## src/rtl/mastermind_scorer.sv

```systemverilog
// Sequential Mastermind scorer: counts exact matches peg by peg, then colour-only
// matches colour by colour, and records each scored guess in a small history file.
module mastermind_scorer #(
    parameter int PEGS        = 4,
    parameter int NCOLORS     = 6,
    parameter int MAX_GUESSES = 6
) (
    input  logic              ClkPort,
    input  logic              Reset,
    input  logic              start,
    input  logic [3*PEGS-1:0] guess,
    input  logic [3*PEGS-1:0] answer,
    input  logic [2:0]        guess_num,
    input  logic              clear_hist,
    output logic              busy,
    output logic              done,
    output logic [2:0]        black,
    output logic [2:0]        white,
    output logic              win,
    input  logic [2:0]        rd_idx,
    output logic              rd_valid,
    output logic [3*PEGS-1:0] rd_guess,
    output logic [2:0]        rd_black,
    output logic [2:0]        rd_white
);

    localparam int IW = (PEGS > 1) ? $clog2(PEGS) : 1;

    typedef enum logic [1:0] {IDLE, EXACT, COLOR, RESULT} state_t;

    state_t            state;
    logic [3*PEGS-1:0] guess_lat, answer_lat;
    logic [2:0]        num_lat;
    logic [IW-1:0]     peg_idx;
    logic [2:0]        col;
    logic [PEGS-1:0]   matched;
    logic [2:0]        black_cnt, white_cnt;

    logic [2:0]        g_peg [PEGS];
    logic [2:0]        a_peg [PEGS];
    logic [2:0]        gc, ac;

    logic [MAX_GUESSES-1:0] hist_valid;
    logic [3*PEGS-1:0]      hist_guess [MAX_GUESSES];
    logic [2:0]             hist_black [MAX_GUESSES];
    logic [2:0]             hist_white [MAX_GUESSES];

    function automatic logic [2:0] min3(input logic [2:0] x, input logic [2:0] y);
        return (x < y) ? x : y;
    endfunction

    always_comb begin
        for (int p = 0; p < PEGS; p++) begin
            g_peg[p] = guess_lat[3*p +: 3];
            a_peg[p] = answer_lat[3*p +: 3];
        end
    end

    // Occurrences of the current colour among pegs not already counted as black.
    always_comb begin
        gc = '0;
        ac = '0;
        for (int p = 0; p < PEGS; p++) begin
            if (!matched[p] && g_peg[p] == col) gc = gc + 3'd1;
            if (!matched[p] && a_peg[p] == col) ac = ac + 3'd1;
        end
    end

    always_ff @(posedge ClkPort or posedge Reset) begin
        if (Reset) begin
            state      <= IDLE;
            busy       <= 1'b0;
            done       <= 1'b0;
            black      <= '0;
            white      <= '0;
            win        <= 1'b0;
            guess_lat  <= '0;
            answer_lat <= '0;
            num_lat    <= '0;
            peg_idx    <= '0;
            col        <= '0;
            matched    <= '0;
            black_cnt  <= '0;
            white_cnt  <= '0;
        end else begin
            done <= 1'b0;
            case (state)
                IDLE: begin
                    // A simultaneous clear_hist takes priority and drops the request.
                    if (start && !clear_hist) begin
                        guess_lat  <= guess;
                        answer_lat <= answer;
                        num_lat    <= guess_num;
                        black_cnt  <= '0;
                        white_cnt  <= '0;
                        matched    <= '0;
                        peg_idx    <= '0;
                        busy       <= 1'b1;
                        state      <= EXACT;
                    end
                end
                EXACT: begin
                    if (g_peg[peg_idx] == a_peg[peg_idx] && g_peg[peg_idx] != 3'd0) begin
                        black_cnt        <= black_cnt + 3'd1;
                        matched[peg_idx] <= 1'b1;
                    end
                    if (peg_idx == IW'(PEGS - 1)) begin
                        col   <= 3'd1;
                        state <= COLOR;
                    end else begin
                        peg_idx <= peg_idx + IW'(1);
                    end
                end
                COLOR: begin
                    white_cnt <= white_cnt + min3(gc, ac);
                    if (col == 3'(NCOLORS)) state <= RESULT;
                    else                    col   <= col + 3'd1;
                end
                RESULT: begin
                    black <= black_cnt;
                    white <= white_cnt;
                    win   <= (black_cnt == 3'(PEGS));
                    done  <= 1'b1;
                    busy  <= 1'b0;
                    state <= IDLE;
                end
                default: state <= IDLE;
            endcase
        end
    end

    // The in-flight write is placed after the clear so a result landing together
    // with clear_hist still survives.
    always_ff @(posedge ClkPort or posedge Reset) begin
        if (Reset) begin
            hist_valid <= '0;
            for (int s = 0; s < MAX_GUESSES; s++) begin
                hist_guess[s] <= '0;
                hist_black[s] <= '0;
                hist_white[s] <= '0;
            end
        end else begin
            if (clear_hist) hist_valid <= '0;
            if (state == RESULT && int'(num_lat) < MAX_GUESSES) begin
                hist_valid[num_lat] <= 1'b1;
                hist_guess[num_lat] <= guess_lat;
                hist_black[num_lat] <= black_cnt;
                hist_white[num_lat] <= white_cnt;
            end
        end
    end

    always_comb begin
        rd_valid = 1'b0;
        rd_guess = '0;
        rd_black = '0;
        rd_white = '0;
        if (int'(rd_idx) < MAX_GUESSES) begin
            rd_valid = hist_valid[rd_idx];
            rd_guess = hist_guess[rd_idx];
            rd_black = hist_black[rd_idx];
            rd_white = hist_white[rd_idx];
        end
    end

endmodule
```

## config.mk

```make
export PLATFORM = sky130hd
export DESIGN_NAME = mastermind_scorer
export DESIGN_NICKNAME = d
export VERILOG_FILES = /design/src/rtl/mastermind_scorer.sv
export SDC_FILE = /design/constraint.sdc
export NUM_CORES = 1
export LEC_CHECK = 0
export CAP_MARGIN = 20
export CELL_PAD_IN_SITES_DETAIL_PLACEMENT = 0
export CELL_PAD_IN_SITES_GLOBAL_PLACEMENT = 1
export CORE_ASPECT_RATIO = 1.2
export CORE_MARGIN = 3
export CORE_UTILIZATION = 52
export CTS_CLUSTER_DIAMETER = 30
export DETAILED_ROUTE_END_ITERATION = 8
export GPL_TIMING_DRIVEN = 0
export PLACE_DENSITY_LB_ADDON = 0.1
export SYNTH_ARGS = -nofsm -noshare
export SYNTH_HDL_FRONTEND = slang
export SYNTH_SLANG_ARGS = --single-unit
```

## constraint.sdc

```tcl
create_clock -name ClkPort -period 15.2 [get_ports ClkPort]
set_input_delay 3.04 -clock ClkPort [delete_from_list [all_inputs] [get_ports ClkPort]]
set_output_delay 3.04 -clock ClkPort [all_outputs]
set_load 0.01 [all_outputs]
```

## Word-level counts from Yosys, hierarchy flattened

Index checks and enable logic that the tools add are counted.

- Register bits: 167
- Input port bits: 34

- Add/sub/neg operators: 10
- $lt $le $gt $ge: 12
- Equal/unequal tests: 21
- Mux-type cells: 63
- Bitwise operators: 5
- Reduce and logical (&&, ||, !) cells: 32

Operators by type and width:

| operator | number |
|---|---|
| 72-bit bitwise mux | 1 |
| 3-bit two-way mux | 22 |
| 12-bit two-way mux | 4 |
| 12-bit binary-select mux with 3-bit select | 1 |
| 18-bit bitwise mux | 2 |
| 12-bit demux with 3-bit select | 1 |
| 3-bit == test | 9 |
| 3-bit by 1-bit adder with 3-bit output (second input constant) | 8 |
| 3-bit binary-select mux with 3-bit select | 2 |
| 3-bit case mux with 2 select lines | 3 |
| 1-bit logical AND | 14 |
| 3-bit binary-select mux with 2-bit select | 2 |
| 6-bit two-way mux | 2 |
| 2-bit != test (second input constant) | 6 |
| 3-bit AND reduction | 4 |
| 2-bit two-way mux | 5 |
| 3-bit demux with 3-bit select | 1 |
| 4-bit greater-or-equal comparator (second input constant) | 2 |
| 3-bit by 4-bit < comparator with 1-bit output (second input constant) | 2 |
| 1-bit two-way mux | 8 |
| 4-bit two-way mux | 2 |
| 3-bit inverter with 4-bit output | 2 |
| 2-bit case mux with 4 select lines | 1 |
| 4-bit case mux with 2 select lines | 1 |
| other kinds (25) | 38 |

## Longest topological paths before layout

- Depth after elaboration: 13
- Mapped depth: 22
- Gate-level depth less buffers: 21

## Worst setup path before layout

Ideal clock, no wire load.

- Path type: input port to output port
- From: in rd_idx[0]
- To: out rd_valid
- Data arrival time: 4.303 ns
- Slack: 7.857 ns
- Stages: 5
- Cell sequence: buf_2 buf_1 mux4_2 inv_1 o22ai_1

- Longest elaborated chain between the ends: 3
- Elaborated cells between the ends (all ways): 4
- Classes of those cells: order compare (1); mux (3)

Ends and longest elaborated chain:

| what | line | source |
|---|---|---|
| start, declared | 20 | `input logic [2:0] rd_idx,` |
| 1-bit binary-select mux with 3-bit select | 159 | `rd_valid = hist_valid[rd_idx];` |
| 1-bit two-way mux (implied by the code) | 159 |  |
| 1-bit two-way mux (*) | 158 | `if (int'(rd_idx) < MAX_GUESSES) begin` |
| end, declared | 21 | `output logic rd_valid,` |

Every way passes the cells marked *; elsewhere a longest branch is shown, timed or not. The select of a mux whose other input is x is not followed.

## Worst setup path in the final report

- From: in rd_idx[2]
- To: out rd_guess[8]

- Longest elaborated chain between the ends: 5
- Elaborated cells between the ends (all ways): 6
- Classes of those cells: order compare (1); mux (4); bitwise (1)

Ends and longest elaborated chain:

| what | line | source |
|---|---|---|
| 3-bit inverter with 4-bit output (implied by the code) | 160 | `rd_guess = hist_guess[rd_idx];` |
| 12-bit binary-select mux with 3-bit select | 160 |  |
| 12-bit two-way mux (implied by the code) (2 in a row) | 160 |  |
| 12-bit two-way mux (*) | 158 |  |
| end, declared | 22 | `output logic [3*PEGS-1:0] rd_guess,` |

Marked as above.

==> flow_summary.toml <==
[yosys]
yosysWarnings = 0
synthesis.nets = 693
synth_top_area_share_pct = 50.24
synth-seq-cells = 167
synth.most_common_cell = "dfrtp_1"
synth_edf_count = 0
yosys.area.top_type = "dfrtp_1"
synth_area_per_cell_um2 = 13.10
synthTopCellsByArea = "dfrtp_1, mux2_2, mux4_2"
synth_ff_type = "dfrtp_1"
async_flop_share_pct = 100.0
synthCells = 635
synth-seq-area-share_pct = 50.24
ys_types = 51
syn_area_um2 = 8318
synth_common_cells = "dfrtp_1, mux2_2, inv_1, clkbuf_1, xor2_1"

[critical_path]
crit_required_ns = 12.16
worst-path-max-fanout = 10
arrival_ns = 6.00
start_kind = "primary input"
critPathCaptureType = "output pin"
crit_type = "in -> out"

[sta]
worst_slew_pin_slew_ns = 0.9868
finalHoldViolations = 0
maxSlewViolCount = 0
skew_ns = 0.009050
relSlewSlack_pct = 33.85
rsz0062_at_grt = "false"
fin_setup_tns_ns = 0
setup_violations = 0
fmax_mhz = 110.6
fin_crit_sh_pct = 59.47
timing.final.crit_period_ns = 9.040

[clock_network]
hold_buffers = 0
cts.repair.resized = 0
worstSkewPairLatency_ns = 0.43
clk_pin_slew_ns = 0.06
h-tree-depth = 4
cts_tree = "done"
clock_path_buffers = 2
cts-buffers-inserted = 17
clock-root-buffer = "clkbuf_16"
cts_sinks = 167
postCtsSetupRepairBufs = 0

[drt]
vias = 5286
via_per_inst = 5.647
post-route-drc-count = 0
routed_wl_mm = 18.89
dr.pass1.iters = 4
drtIter0Drc = 265
ant_nets = 0
wl_per_cell_um = 20.18

[cells_and_area]
layout-drive-gt1-share_pct = 29.26
area_delta_synth_final_pct = 17.99
fin_nets = 773
antenna_cells = 0
layout.cells.non_filler = 936
multi_input_area_um2 = 3786
n_fill_cell = 1232
ff_latch_area_um2 = 4179

[grt]
grt_usage_pct = 22.57
gr-total-overflow = 0
grt_max_degree = 125
antenna_found_initial = 0
grt_pass1_vias = 5570
grt_pass1_wl_mm = 29.70

[floorplanning]
core_area_um2 = 15640
fp.dieW_um = 121.5
die_h_um = 144.5
rows = 50
ios = 62
dieArea_um2 = 17560
initial_core_util_pct = 53.18

[pwr]
irDropWorstVdd_mv = 0.1139
p_leak_nw = 4.472
cellPowerDensity_nw_per_um2 = 204.3

[job]
cap_violations = 0

[place]
dp_hpwl_mm = 13.58
place_inst = 904
gp_congestion = 0.8184
port_buffers = 60

[min_path]
hold_class = "reg -> reg"

[run_status]
status = "completed"
layer usage:
layer | track usage, % | up-vias | share of wire (%)
met5 | 0 | - | 0
met4 | 8.142 | 0 | 2.4
met3 | 3.834 | 31 | 2.9
met2 | 40.41 | 95 | 53
met1 | 27.51 | 2724 | 41
li1 | - | 2436 | -
state kept, by name, indices dropped and copies added, names as in the netlist, 2 cells and up:
signal	flops
black_cnt	3
black	3
peg_idx	2
answer_lat	12
guess_lat	12
hist_black	18
state	2
hist_guess	72
white	3
col	3
matched	4
hist_white	18
hist_valid	6
num_lat	3
white_cnt	3
cell type report:
cell class | count | share of cell area, %
Tap cell | 208 | 2.652
Timing Repair Buffer | 61 | 6.400
Clock buffer | 19 | 4.513
Multi-Input combinational cell | 379 | 38.58
Buffer | 48 | 2.027
Sequential cell | 167 | 42.58
Clock inverter | 13 | 1.606
Inverter | 41 | 1.645
critical path, cell delays in order:
cell             delay (ns)
clkdlybuf4s50_1        0.47
clkbuf_1               0.53
clkbuf_1               0.74
mux4_2                 0.35
inv_1                  0.04
o22ai_1                0.23
clkdlybuf4s50_1        0.59
path summary, 6_finish.rpt:
path                                               start                         end  slack (ns)  cells after the start
worst max-delay path                           rd_idx[2]                 rd_guess[8]        6.16                      7
worst min register to register   hist_valid[4]$_DFF_PP0_     hist_valid[4]$_DFF_PP0_        0.48                      1
min in group asynchronous                          Reset  hist_white[13]$_DFFE_PP0P_        3.00                      2
worst max register to register  guess_lat[3]$_DFFE_PP0P_    white_cnt[2]$_DFFE_PP0P_       10.36                     21
worst min-delay path             hist_valid[4]$_DFF_PP0_     hist_valid[4]$_DFF_PP0_        0.48                      1
max in group asynchronous                          Reset  hist_guess[68]$_DFFE_PP0P_       11.27                      3
cell families (layout without fill, tap and decap cells):
logic type / Yosys count / in the layout / synth area share [%]
fa+ha+maj: 24 / 24 / 3.700
xor+xnor: 30 / 30 / 3.159
compound gates: 71 / 71 / 5.641
buf+inv: 89 / 182 / 4.242
simple gates: 68 / 68 / 4.753
flops: 167 / 167 / 50.24
mux: 186 / 186 / 28.26
cell usage in the layout, fill, tap and decap left out, types with 3 or more instances in the layout:
cell type        instances
clkbuf_1                28
mux2_2                 138
mux2i_1                 23
nand2_1                 19
or4_1                    3
xor2_1                  25
nor2_1                   7
or2_2                    4
inv_6                    4
a21oi_1                  6
buf_2                    8
nor4_1                   5
nand3_1                  5
buf_1                   11
clkdlybuf4s50_1         60
xnor2_1                  5
nor3_1                   3
o21ai_0                 18
nand2b_1                 4
o22ai_1                 19
inv_8                    4
ha_1                    23
dfrtp_1                167
a22o_1                  10
mux4_2                  24
clkbuf_16               17
inv_1                   40
a21o_1                   5
through the flow:
step	utilization, %	worst slack [ns]	hold slack (ns)	total power [mW]	cell area [um^2]
finish	62.75	6.160	0.4789	2.005	9814
global route	62.75	6.076	0.5086	2.139	9814
CTS	62.75	6.158	0.4836	2.022	9814
detailed placement	58.91	6.145	0.4697	1.579	9214
global placement	58.69	5.638	0.4549	1.527	9179
floorplan	-	7.642	0.4444	1.334	8318
power by group:
part,total [mW],switching (mW),internal (mW)
combinational,0.845,0.420,0.426
clock,0.439,0.187,0.252
sequential,0.721,0.104,0.617
No activity file was read; power rests on OpenSTA's default activity.
